<file path="src/rtl/alu_arbiter.sv">
`default_nettype none
// ============================================================================
// alu_arbiter : round-robin front end sharing one combinational ALU between
//               two requesters (IDLE -> EXEC -> RESP per operation).
// Option      : define ALU_ARB_FLAGS_EN to register and return the ALU flags.
// Revision    : 1.0
// ============================================================================
module alu_arbiter #(
  parameter int N = 32
) (
  input  logic           clk,
  input  logic           rst_n,
  input  logic [1:0]     req_valid,
  output logic [1:0]     req_ready,
  input  logic [2*N-1:0] req_a,
  input  logic [2*N-1:0] req_b,
  input  logic [7:0]     req_ctrl,
  output logic [N-1:0]   alu_a,
  output logic [N-1:0]   alu_b,
  output logic [3:0]     alu_ctrl,
  input  logic [N-1:0]   alu_result,
  input  logic [3:0]     alu_flags,
  output logic           rsp_valid,
  input  logic           rsp_ready,
  output logic           rsp_id,
  output logic [N-1:0]   rsp_result,
  output logic [3:0]     rsp_flags
);

  localparam logic [1:0] c_st_idle = 2'd0;
  localparam logic [1:0] c_st_exec = 2'd1;
  localparam logic [1:0] c_st_resp = 2'd2;

  logic [1:0]   r_state;
  logic [1:0]   w_state_nxt;
  logic         r_last;
  logic         w_grant_any;
  logic         w_grant_id;
  logic         w_accept;
  logic [N-1:0] r_a;
  logic [N-1:0] r_b;
  logic [3:0]   r_ctrl;
  logic         r_id;
  logic [N-1:0] r_result;

  // With both requesting, the one not served last wins.
  assign w_grant_any = |req_valid;
  assign w_grant_id  = (req_valid == 2'b11) ? ~r_last : req_valid[1];
  assign w_accept    = (r_state == c_st_idle) && w_grant_any;

  always_ff @(posedge clk or negedge rst_n) begin
    if (!rst_n) begin
      r_state <= c_st_idle;
    end else begin
      r_state <= w_state_nxt;
    end
  end

  always_comb begin
    w_state_nxt = r_state;
    case (r_state)
      c_st_idle: if (w_grant_any) w_state_nxt = c_st_exec;
      c_st_exec: w_state_nxt = c_st_resp;
      c_st_resp: if (rsp_ready) w_state_nxt = c_st_idle;
      default:   w_state_nxt = c_st_idle;
    endcase
  end

  // req_ready is the only input-dependent output, so it is gated by reset too.
  always_comb begin
    req_ready = 2'b00;
    alu_a     = '0;
    alu_b     = '0;
    alu_ctrl  = 4'b0000;
    rsp_valid = 1'b0;
    case (r_state)
      c_st_idle: begin
        if (rst_n && w_grant_any) req_ready = 2'b01 << w_grant_id;
      end
      c_st_exec: begin
        alu_a    = r_a;
        alu_b    = r_b;
        alu_ctrl = r_ctrl;
      end
      c_st_resp: rsp_valid = 1'b1;
      default:   rsp_valid = 1'b0;
    endcase
  end

  always_ff @(posedge clk or negedge rst_n) begin
    if (!rst_n) begin
      r_a    <= '0;
      r_b    <= '0;
      r_ctrl <= 4'b0000;
      r_id   <= 1'b0;
      r_last <= 1'b1;
    end else if (w_accept) begin
      r_a    <= w_grant_id ? req_a[2*N-1:N] : req_a[N-1:0];
      r_b    <= w_grant_id ? req_b[2*N-1:N] : req_b[N-1:0];
      r_ctrl <= w_grant_id ? req_ctrl[7:4]  : req_ctrl[3:0];
      r_id   <= w_grant_id;
      r_last <= w_grant_id;
    end
  end

  always_ff @(posedge clk or negedge rst_n) begin
    if (!rst_n) begin
      r_result <= '0;
    end else if (r_state == c_st_exec) begin
      r_result <= alu_result;
    end
  end

  assign rsp_id     = r_id;
  assign rsp_result = r_result;

`ifdef ALU_ARB_FLAGS_EN
  logic [3:0] r_flags;

  always_ff @(posedge clk or negedge rst_n) begin
    if (!rst_n) begin
      r_flags <= 4'b0000;
    end else if (r_state == c_st_exec) begin
      r_flags <= alu_flags;
    end
  end

  assign rsp_flags = r_flags;
`else
  logic w_unused_flags;

  assign w_unused_flags = ^alu_flags;
  assign rsp_flags      = 4'b0000;
`endif

endmodule
`default_nettype wire
</file>
<file path="config.mk">
export PLATFORM = sky130hd
export DESIGN_NAME = alu_arbiter
export DESIGN_NICKNAME = d
export VERILOG_FILES = /design/src/rtl/alu_arbiter.sv
export SDC_FILE = /design/constraint.sdc
export NUM_CORES = 1
export LEC_CHECK = 0
export CAP_MARGIN = 20
export CORE_MARGIN = 3
export CORE_UTILIZATION = 41
export DETAILED_ROUTE_END_ITERATION = 10
export PLACE_DENSITY = 0.81
export SETUP_SLACK_MARGIN = 0.15
export SLEW_MARGIN = 25
export SYNTH_ARGS = -nofsm -noshare
export SYNTH_HDL_FRONTEND = slang
export SYNTH_SLANG_ARGS = --single-unit
</file>
<file path="constraint.sdc">
create_clock -name clk -period 2.18 [get_ports clk]
set_clock_uncertainty 0.1 [all_clocks]
set_input_delay 0.436 -clock clk [delete_from_list [all_inputs] [get_ports clk]]
set_output_delay 0.436 -clock clk [all_outputs]
set_load 0.02 [all_outputs]
</file>
==> impl_metrics.json <==
{
  "status": "completed",
  "fmax_mhz": 461.1,
  "drc": 0,
  "busiest_layer": "met2",
  "ir_worst_vdd_v": 0.0007431,
  "yosys_warnings": 0,
  "tns_ns": 0,
  "grt_pass1_vias": 4519,
  "layout-drive-gt1-share_pct": 54.36,
  "place.gp.congestion": 0.8020,
  "path_cells": "nor2b_4 -> buf_6 -> buf_6 -> buf_6 -> buf_16 -> and2_4 -> buf_6",
  "total_power_mw": 13.55,
  "grt_start_max_net_pins": 75,
  "finalNonFillerCells": 875,
  "crit_start": "r_state[0]",
  "synth_edf_count": 0,
  "grt_use_met3_pct": 5.575,
  "rsz0062_at_grt": "yes",
  "syn_inst": 385,
  "grtUsageMet2_pct": 34.76,
  "gr-total-overflow": 0,
  "p_leak_nw": 4.552,
  "synth_top_cell_by_area": "dfrtp_1",
  "num_vias": 4152,
  "cts_made_buffers": 9,
  "min_period_ns": 2.169,
  "die_h_um": 124.8,
  "crit_type": "register to output pin",
  "clock_sinks": 104,
  "dr.pass1.iters": 4,
  "cts_tree": "built",
  "cp_common_cell": "buf_6",
  "post-place-ws_ns": -0.4703,
  "period_share_pct": 99.47,
  "yosysUniqueCellTypes": 23,
  "start_kind": "register",
  "synth_ff_type": "dfrtp_1",
  "crit-reg2reg-launch": "r_last",
  "hold_path_class": "input port to async pin",
  "synth.area.top_cells": "dfrtp_1 (45%), mux2_4 (35%), and2_1 (7.3%)",
  "cts_buffer_depth": 2,
  "place_inst": 829,
  "avgSynthCellArea_um2": 15.04,
  "n_antenna_cell": 0,
  "area.growth.synth_to_final_pct": 69.05,
  "root_buffer": "clkbuf_16",
  "crit_slowest_cell": "dfrtp_1",
  "cp_max_fo": 5,
  "synth_top_area_share_pct": 44.52,
  "layout_commonest_cell": "clkdlybuf4s50_1",
  "final_util_pct": 72.47,
  "start_util_pct": 42.87,
  "max_slew_margin_pct": 38.78,
  "cpPeakStageDelay_ns": 0.39,
  "fin_ws_ns": 0.01146,
  "drv_slew": 0,
  "wl_um": 16300,
  "clk_pin_slew_ns": 0.07,
  "routedWlPerCell_um": 18.63,
  "dpl.hpwl_um": 11220,
  "viasPerCell": 4.745,
  "crit_arrival_ns": 1.63,
  "antenna_found_initial": 1,
  "async_flop_share_pct": 100.0,
  "seq_area_frac_synth_pct": 44.98,
  "most-common-layout-cells": "clkdlybuf4s50_1 (202), mux2_4 (134), dfrtp_1 (103)",
  "ant_nets": 0,
  "die_area_um2": 15580,
  "htreeDepth": 3,
  "ys_ff_latch": 104,
  "io_buffers": 276,
  "met1_usage_pct": 22.95,
  "finalSetupViolCount": 0,
  "cp-end-kind": "output pin",
  "fin_nets": 871,
  "clock_latency_ns": 0.34,
  "grt_usage_pct": 19.65,
  "drv_cap": 0,
  "drt_iter0_drc": 144,
  "die_w_um": 124.8,
  "syn_area_um2": 5789,
  "rows": 42,
  "io_pins": 285,
  "worst_pin_slew_ns": 0.9183,
  "powerDensity_nw_per_um2": 1384,
  "hold_violations": 0,
  "core_um2": 13510,
  "cp.required_ns": 1.64,
  "grt_pass1_wl_um": 24650
}
[kinds of logic (layout without fill, tap and decap cells)]
kind of cell    after synthesis  after routing  synth area share [%]
buf+inv                      33            344                 4.928
mux                         168            168                 41.37
simple gates                 73             73                 7.889
other cells                   1              4               0.06477
flops                       104            104                 44.98
compound gates                6              6                0.7782
[final timing paths]
check	endpoint	cells after the start	slack, ns
worst max-delay path	alu_b[27]	7	0.01
min in group clk	rsp_result[14]	1	0.41
max in group asynchronous	r_b[6]	2	1.13
worst min-delay path	r_state[0]	2	0.03
worst min register to register	rsp_result[14]	1	0.41
worst max register to register	r_b[11]	5	0.20
[cells in the mapped netlist (2+ instances only)]
master	count
buf_2	6
clkbuf_1	7
inv_1	2
mux2_4	134
buf_12	6
nor2b_1	2
mux2_2	34
dfrtp_1	103
and2_1	68
buf_4	10
[timing repair]
action                                  in CTS  in global routing
hold buffers                                 1                  0
cloned                                       4                  6
gates resized for setup                    432                 83
endpoints found under the setup margin     100                 77
endpoints found under the hold margin        1                  0
buffers inserted                             9                 10
pin swaps                                   34                 22
[layout make-up]
class,instances,area [um2]
clock inverters,7,80.08
inverters,2,7.507
well taps,176,220.2
multi-input cells,251,3131
clock buffers,9,225.2
flip-flops and latches,104,2604
fillers,907,3719
repair buffers,326,3520
[metal layers]
layer / share of wire, % / up-vias
met5: 0.10 / -
met4: 2.2 / 2
met3: 6.8 / 28
met2: 52 / 176
met1: 39 / 2011
li1: - / 1935
[flip-flops by register name, indices dropped and copies added (netlist names)]
name        count
r_state         2
r_b            32
rsp_id          1
rsp_result     32
r_last          1
r_ctrl          4
r_a            32
[metrics by stage]
step	hold slack, ns	instance area [um2]
final	0.03184	9787
after global routing	0.04971	9787
after CTS	0.02535	9311
after detailed placement	0.1332	8731
after global placement	0.1289	8731
after floorplan	0.04041	5807
[where the power goes]
group          switching [mW]  internal [mW]
clock                   0.746          0.905
combinational            3.20           5.15
sequential              0.596           2.95
total                    4.54           9.00
[worst max-delay path: cells and delay by family, from the launching register on]
| kind | cells | cell delay [ns] |
|---|---|---|
| buffers and inverters | 5 | 0.60 |
| flip-flops | 1 | 0.39 |
| AND/OR/NAND/NOR | 2 | 0.28 |
(Power assumes the default switching activity.)
